$ cat src/rtl/validator_pkg.sv
// Shared types and summary status codes for the multi-word result validator.
package validator_pkg;

    typedef enum logic [3:0] {
        VAL_IDLE,
        VAL_WAIT_DUT,
        VAL_READ_EXP,
        VAL_WAIT_DATA,
        VAL_COMPARE,
        VAL_WR_STATUS,
        VAL_WR_PASSCNT,
        VAL_WR_FIRSTFAIL,
        VAL_DONE
    } val_state_t;

    localparam logic [15:0] STATUS_PASS    = 16'h55AA;
    localparam logic [15:0] STATUS_FAIL    = 16'hDEAD;
    localparam logic [15:0] STATUS_TIMEOUT = 16'hBEEF;

endpackage

$ cat src/rtl/val_tol_compare.sv
// Combinational tolerance compare: pass when |a - b| <= TOLERANCE, signed or unsigned.
module val_tol_compare #(
    parameter int DATA_WIDTH = 16,
    parameter int SIGNED_CMP = 1,
    parameter int TOLERANCE  = 0
) (
    input  logic [DATA_WIDTH-1:0] a,
    input  logic [DATA_WIDTH-1:0] b,
    output logic                  pass
);

    localparam logic [DATA_WIDTH:0] TOL_V = (DATA_WIDTH+1)'(TOLERANCE);

    logic [DATA_WIDTH:0] ax, bx, diff, mag;

    // One extra bit makes the difference exact for both signed and unsigned operands.
    always_comb begin
        ax   = {(SIGNED_CMP != 0) ? a[DATA_WIDTH-1] : 1'b0, a};
        bx   = {(SIGNED_CMP != 0) ? b[DATA_WIDTH-1] : 1'b0, b};
        diff = ax - bx;
        mag  = diff[DATA_WIDTH] ? (~diff + 1'b1) : diff;
        pass = (mag <= TOL_V);
    end

endmodule

$ cat src/rtl/validator_multi.sv
// Multi-word DUT result validator: fetches expected words from memory, compares within
// a tolerance and writes a status / pass-count / first-fail summary back to memory.
module validator_multi
    import validator_pkg::*;
#(
    parameter int ADDR_WIDTH     = 11,
    parameter int DATA_WIDTH     = 16,
    parameter int NUM_WORDS      = 8,
    parameter int EXP_BASE_ADDR  = 512,
    parameter int RES_BASE_ADDR  = 1000,
    parameter int MEM_LATENCY    = 1,
    parameter int TOLERANCE      = 0,
    parameter int SIGNED_CMP     = 1,
    parameter int TIMEOUT_CYCLES = 1024
) (
    input  logic                  clk,
    input  logic                  reset,
    input  logic                  start,
    input  logic                  dut_valid,
    input  logic [DATA_WIDTH-1:0] dut_data,
    output logic                  dut_ready,
    output logic [ADDR_WIDTH-1:0] address_out,
    output logic                  rd_en,
    output logic                  wr_en,
    input  logic [DATA_WIDTH-1:0] mem_data_out,
    output logic [DATA_WIDTH-1:0] data_to_mem,
    output logic                  busy,
    output logic                  val_done,
    output logic                  all_pass
);

    localparam int CW = $clog2(NUM_WORDS + 1);
    localparam int TW = (TIMEOUT_CYCLES > 1) ? $clog2(TIMEOUT_CYCLES) : 1;
    localparam logic [CW-1:0] NW_V     = CW'(NUM_WORDS);
    localparam logic [CW-1:0] LAST_IDX = CW'(NUM_WORDS - 1);
    localparam logic [TW-1:0] TO_LAST  = TW'((TIMEOUT_CYCLES > 0) ? TIMEOUT_CYCLES - 1 : 0);

    if (DATA_WIDTH < 16 || NUM_WORDS < 1 || MEM_LATENCY < 1) begin : g_bad_param
        $error("validator_multi: DATA_WIDTH>=16, NUM_WORDS>=1, MEM_LATENCY>=1 required");
    end
    if (EXP_BASE_ADDR + NUM_WORDS - 1 >= 2**ADDR_WIDTH || RES_BASE_ADDR + 2 >= 2**ADDR_WIDTH) begin : g_bad_range
        $error("validator_multi: expected or summary region exceeds address space");
    end
    if (!(EXP_BASE_ADDR + NUM_WORDS - 1 < RES_BASE_ADDR || RES_BASE_ADDR + 2 < EXP_BASE_ADDR)) begin : g_bad_overlap
        $error("validator_multi: expected and summary regions overlap");
    end

    val_state_t state, state_next;

    logic [CW-1:0]         idx, pass_cnt, first_fail;
    logic [TW-1:0]         to_cnt;
    logic                  timed_out;
    logic [DATA_WIDTH-1:0] dut_reg;
    logic [MEM_LATENCY:0]  vld_pipe;
    logic                  cmp_pass, to_expire, lat_last;
    logic [15:0]           status_word;
    logic [ADDR_WIDTH-1:0] exp_addr;

    val_tol_compare #(
        .DATA_WIDTH (DATA_WIDTH),
        .SIGNED_CMP (SIGNED_CMP),
        .TOLERANCE  (TOLERANCE)
    ) u_cmp (
        .a    (dut_reg),
        .b    (mem_data_out),
        .pass (cmp_pass)
    );

    // vld_pipe[k] is high k cycles after the read strobe; bit MEM_LATENCY marks the compare cycle.
    assign lat_last  = vld_pipe[MEM_LATENCY-1];
    assign to_expire = (TIMEOUT_CYCLES != 0) && (to_cnt == TO_LAST);
    assign exp_addr  = ADDR_WIDTH'(EXP_BASE_ADDR) + ADDR_WIDTH'(idx);

    always_comb begin
        if (timed_out)
            status_word = STATUS_TIMEOUT;
        else if (first_fail != NW_V)
            status_word = STATUS_FAIL;
        else
            status_word = STATUS_PASS;
    end

    always_ff @(posedge clk) begin
        if (reset)
            state <= VAL_IDLE;
        else
            state <= state_next;
    end

    always_comb begin
        state_next  = state;
        dut_ready   = 1'b0;
        rd_en       = 1'b0;
        wr_en       = 1'b0;
        address_out = '0;
        data_to_mem = '0;
        busy        = 1'b1;
        val_done    = 1'b0;
        case (state)
            VAL_IDLE: begin
                busy = 1'b0;
                if (start)
                    state_next = VAL_WAIT_DUT;
            end
            VAL_WAIT_DUT: begin
                dut_ready = 1'b1;
                if (dut_valid)
                    state_next = VAL_READ_EXP;
                else if (to_expire)
                    state_next = VAL_WR_STATUS;
            end
            VAL_READ_EXP: begin
                rd_en       = 1'b1;
                address_out = exp_addr;
                state_next  = lat_last ? VAL_COMPARE : VAL_WAIT_DATA;
            end
            VAL_WAIT_DATA: begin
                if (lat_last)
                    state_next = VAL_COMPARE;
            end
            VAL_COMPARE: begin
                state_next = (idx == LAST_IDX) ? VAL_WR_STATUS : VAL_WAIT_DUT;
            end
            VAL_WR_STATUS: begin
                wr_en       = 1'b1;
                address_out = ADDR_WIDTH'(RES_BASE_ADDR);
                data_to_mem = DATA_WIDTH'(status_word);
                state_next  = VAL_WR_PASSCNT;
            end
            VAL_WR_PASSCNT: begin
                wr_en       = 1'b1;
                address_out = ADDR_WIDTH'(RES_BASE_ADDR + 1);
                data_to_mem = DATA_WIDTH'(pass_cnt);
                state_next  = VAL_WR_FIRSTFAIL;
            end
            VAL_WR_FIRSTFAIL: begin
                wr_en       = 1'b1;
                address_out = ADDR_WIDTH'(RES_BASE_ADDR + 2);
                data_to_mem = DATA_WIDTH'(first_fail);
                state_next  = VAL_DONE;
            end
            VAL_DONE: begin
                busy       = 1'b0;
                val_done   = 1'b1;
                state_next = VAL_IDLE;
            end
            default: begin
                busy       = 1'b0;
                state_next = VAL_IDLE;
            end
        endcase
    end

    always_ff @(posedge clk) begin
        if (reset) begin
            idx        <= '0;
            pass_cnt   <= '0;
            first_fail <= NW_V;
            to_cnt     <= '0;
            timed_out  <= 1'b0;
            dut_reg    <= '0;
            vld_pipe   <= '0;
            all_pass   <= 1'b0;
        end else begin
            vld_pipe <= {vld_pipe[MEM_LATENCY-1:0], state_next == VAL_READ_EXP};

            if (state == VAL_IDLE && start) begin
                idx        <= '0;
                pass_cnt   <= '0;
                first_fail <= NW_V;
                timed_out  <= 1'b0;
                all_pass   <= 1'b0;
            end

            // Timeout window restarts each time a new word is awaited.
            if (state_next == VAL_WAIT_DUT && state != VAL_WAIT_DUT)
                to_cnt <= '0;
            else if (state == VAL_WAIT_DUT)
                to_cnt <= to_cnt + 1'b1;

            if (state == VAL_WAIT_DUT && dut_valid)
                dut_reg <= dut_data;

            if (state == VAL_WAIT_DUT && !dut_valid && to_expire)
                timed_out <= 1'b1;

            if (vld_pipe[MEM_LATENCY]) begin
                if (cmp_pass)
                    pass_cnt <= pass_cnt + 1'b1;
                else if (first_fail == NW_V)
                    first_fail <= idx;
                if (idx != LAST_IDX)
                    idx <= idx + 1'b1;
            end

            if (state == VAL_WR_FIRSTFAIL)
                all_pass <= !timed_out && (pass_cnt == NW_V);
        end
    end

endmodule
$ cat config.mk
export PLATFORM = sky130hd
export DESIGN_NAME = validator_multi
export DESIGN_NICKNAME = d
export VERILOG_FILES = /design/src/rtl/validator_pkg.sv /design/src/rtl/val_tol_compare.sv /design/src/rtl/validator_multi.sv
export SDC_FILE = /design/constraint.sdc
export NUM_CORES = 1
export LEC_CHECK = 0
export ABC_AREA = 1
export BUFFER_PORTS_ARGS = -buffer_cell sky130_fd_sc_hd__buf_2
export CAP_MARGIN = 20
export CORE_ASPECT_RATIO = 1.25
export CORE_MARGIN = 1
export CORE_UTILIZATION = 47
export CTS_BUF_LIST = sky130_fd_sc_hd__clkbuf_8
export DETAILED_ROUTE_END_ITERATION = 12
export PLACE_DENSITY = 0.7
export SETUP_SLACK_MARGIN = 0.05
export SYNTH_ARGS = -nofsm -noshare
export SYNTH_HDL_FRONTEND = slang
export SYNTH_SLANG_ARGS = --single-unit
$ cat constraint.sdc
create_clock -name clk -period 3.37 [get_ports clk]
set_input_delay 0.674 -clock clk [delete_from_list [all_inputs] [get_ports clk]]
set_output_delay 0.674 -clock clk [all_outputs]
set_load 0.01 [all_outputs]
==> summary.md <==
- Worst Path Required: 2.70 ns
- CTS Hold Buffers Added: 0
- Crit. Startpoint: state[2]
- Initial Utilization: 48.7%
- count of filler cells inserted in the layout: 870
- most used standard cells in the synthesized netlist: 174 x sky130_fd_sc_hd__nand2_1, 103 x sky130_fd_sc_hd__inv_1, 71 x sky130_fd_sc_hd__nand3_1, 71 x sky130_fd_sc_hd__nor2_1, 46 x sky130_fd_sc_hd__dfxtp_1
- clock edge transition at the registers on the reported setup and hold paths: 0.09 ns
- placement-stage cell area: 4370 sq um
- most repeated library cell on the critical path: sky130_fd_sc_hd__inv_1
- number of nets with antenna violations after detailed routing: 0
- Die Height: 105 um
- post-layout total power: 1.45 mW
- latest clock arrival within the worst-skew pair: 0.29 ns
- Worst Hold Launch: vld_pipe[0]
- Final min period: 3.05 ns
- worst path cell trace: inv_1 > nor2_1 > inv_1 > nor3_1 > inv_1 > a21oi_1 > a21oi_1 > o21ai_0 > buf_2
- area fraction of the dominant cell type after synthesis: 22.9%
- total iterations of the first detailed-routing run: 5
- post-CTS setup buffer count: 0
- quantity of I/O buffers inserted on ports: 65
- Initial DRC Count: 157
- EDFF count, synth: 0
- TNS Setup: 0 ns
- count of unique library cells instantiated by Yosys: 42
- wire length of the first global-routing pass: 18400 um
- post-DP HPWL: 8630 um
- peak supply drop: 0.288 mV
- clock tree from TritonCTS: built
- detailed-route DRC error count: 0
- via count of the first global-routing pass: 4119
- Critical R2R Launch: dut_reg[0]
- floorplan die width: 84.6 um
- clk sinks: 46
- combined area of all synthesized cells: 4010 sq um
- maximum number of pins on one net before global-route repair: 32
- period utilization: 90.6%
- CP delay by family, top: simple AND/OR/NAND/NOR gates
- critical path class: flip-flop to output pin
- worst-margin pin slew: 0.631 ns
- total of warnings raised by yosys: 0
- cell count along the critical path: 9
- cell at the root of the clock tree: sky130_fd_sc_hd__clkbuf_8
- worst reg2reg path depth: 21
- post-layout instance area: 4480 sq um
- Static Leak: 2.35 nW
- placer's final routability congestion estimate: 0.934
- endpoint kind of the worst setup timing path: output pin
- Hold Path Cell Cnt: 2
- max_cap viols: 0
- Rows: 37
- max FFs per register: 16
- final global-route overflow total: 0
- Die Footprint: 8910 sq um
- area occupied by multi-input gates: 2550 sq um
- number of levels in the clock H-tree: 2
- critical path launch point type: flip-flop
- count of antenna diodes in the layout: 0
- arrival time of data at the critical path endpoint: 2.38 ns
- vias per cell: 5.29
- worst hold-check path type: flip-flop to flip-flop
- wire length reported by the detailed router: 10600 um
- number of buffers added by the clock tree synthesis step: 5
- Synth Area per Inst: 6.02 sq um
- number of synthesized register bits: 46
- power density normalized to cell area: 323 nW/um^2
- via count: 4346
- largest cells by area after synthesis: sky130_fd_sc_hd__dfxtp_1 23%, sky130_fd_sc_hd__nand2_1 16%, sky130_fd_sc_hd__inv_1 9.6%, sky130_fd_sc_hd__nand3_1 8.9%, sky130_fd_sc_hd__nor2_1 6.6%
- share of synthesized area occupied by flip-flops and latches: 22.9%
- ratio of cells with drive above 1 in the final layout: 16.3%
- area of all sequential standard cells: 921 sq um
- library cell with the largest summed area after synthesis: sky130_fd_sc_hd__dfxtp_1
- Worst Path Max Fanout: 7
- slowest stage cell on the critical path: sky130_fd_sc_hd__nor3_1
- mean routed wirelength per cell: 12.9 um
- area grow syn2layout: 11.7%
- final slew viol count: 0
- Nets: 780
- highest clock rate: 328 MHz
- delay contributed by the slowest stage of the critical path: 0.51 ns
- Main synth FF type: sky130_fd_sc_hd__dfxtp_1
- Relative slew margins: 57.6%
- outcome: finished, final reports clean
- most frequent cell after synthesis: sky130_fd_sc_hd__nand2_1
- Layout Skew: 0.00556 ns
- buffers and inverters on the worst path: 4
- unrepaired setup endpoints after global routing: false
- final hold violation count: 0
- asr flop ratio synth: 0%
- synthesized instance count: 666
- number of buffers between clock root and the deepest sink: 2
- number of top-level pins: 69
- overall track demand over capacity in global routing: 24.9%
- Setup violations, final: 0
- total core area: 8240 sq um
- antenna violations before repair: 0
-- worst reg2reg max path, cell delays in order (launching register included) --
cell,delay (ns)
sky130_fd_sc_hd__dfxtp_1,0.31
sky130_fd_sc_hd__inv_1,0.06
sky130_fd_sc_hd__ha_1,0.13
sky130_fd_sc_hd__inv_1,0.06
sky130_fd_sc_hd__fa_1,0.43
sky130_fd_sc_hd__inv_1,0.08
sky130_fd_sc_hd__nand2_1,0.05
sky130_fd_sc_hd__nand2_1,0.05
sky130_fd_sc_hd__nand2_1,0.07
sky130_fd_sc_hd__nor2_2,0.10
sky130_fd_sc_hd__nand2_1,0.09
sky130_fd_sc_hd__nor2_2,0.10
sky130_fd_sc_hd__nand2_2,0.11
sky130_fd_sc_hd__nor2_4,0.14
sky130_fd_sc_hd__nand3_1,0.16
sky130_fd_sc_hd__nand3b_2,0.14
sky130_fd_sc_hd__nand3_2,0.08
sky130_fd_sc_hd__nor2_1,0.14
sky130_fd_sc_hd__nand3_2,0.10
sky130_fd_sc_hd__nor2_4,0.16
sky130_fd_sc_hd__nand3_1,0.11
sky130_fd_sc_hd__a21oi_2,0.16
-- worst paths after layout --
check	to	slack, ns
min	vld_pipe[1]	0.47
max reg2reg	pass_cnt[3]	0.48
min reg2reg	vld_pipe[1]	0.47
max	data_to_mem[0]	0.32
-- layout by cell type (no fill, tap or decap), types with 4 or more instances in the layout --
cell                         n
sky130_fd_sc_hd__o21ai_0    12
sky130_fd_sc_hd__clkbuf_8    5
sky130_fd_sc_hd__nor3_1      9
sky130_fd_sc_hd__a21oi_1    44
sky130_fd_sc_hd__nor2_1     71
sky130_fd_sc_hd__ha_1       20
sky130_fd_sc_hd__xor2_1      9
sky130_fd_sc_hd__buf_4       6
sky130_fd_sc_hd__nand3_2     5
sky130_fd_sc_hd__dfxtp_1    46
sky130_fd_sc_hd__nand2_1   173
sky130_fd_sc_hd__nand3_1    71
sky130_fd_sc_hd__nor2_2      5
sky130_fd_sc_hd__nand4_1    14
sky130_fd_sc_hd__buf_2      65
sky130_fd_sc_hd__nand3b_1    7
sky130_fd_sc_hd__nor4_1      4
sky130_fd_sc_hd__inv_1     103
sky130_fd_sc_hd__nand2_2    16
-- where the power goes --
group	total, mW	switching (mW)	internal (mW)
Combinational	0.475	0.317	0.158
Sequential	0.572	0.0134	0.559
Clock	0.400	0.182	0.218
-- repair_timing --
action,4_1_cts,5_1_grt
setup endpoints to repair,0,2
endpoints found under the hold margin,0,0
resized for setup,0,1
-- per-stage QoR --
step | std cells | util, % | setup WS (ns) | hold slack (ns)
2_1_floorplan | 668 | - | 0.482 | 0.425
3_3_place_gp | 813 | 53.1 | 0.128 | 0.444
3_5_place_dp | 813 | 53.1 | 0.0714 | 0.444
4_1_cts | 821 | 54.4 | 0.337 | 0.465
5_1_grt | 821 | 54.4 | 0.0610 | 0.481
6_report | 821 | 54.4 | 0.318 | 0.466
-- area by class of cell --
class / count / area share [%]
Tap cell: 97 / 2.71
Multi-Input combinational cell: 492 / 57.0
Sequential cell: 46 / 20.5
Inverter: 107 / 9.07
Clock buffer: 5 / 1.54
Clock inverter: 3 / 0.893
Timing Repair Buffer: 71 / 8.26
-- layer usage --
| layer | vias up | global-route usage [%] | routed length (um) |
|---|---|---|---|
| met2 | 98 | 45.1 | 5300 |
| met1 | 1981 | 29.6 | 4660 |
| li1 | 2237 | - | - |
| met3 | 30 | 2.66 | 336 |
| met4 | 0 | 10.5 | 318 |
| met5 | - | 0 | 0 |
-- kinds of logic after synthesis --
kind of cell	after synthesis	synth area share, %
simple gates	386	43.9
buf+inv	130	13.6
compound gates	71	10.3
flops	46	22.9
fa+ha+maj	21	6.74
xor+xnor	11	2.40
other cells	1	0.0935
Power figures use the tool's default switching activity.
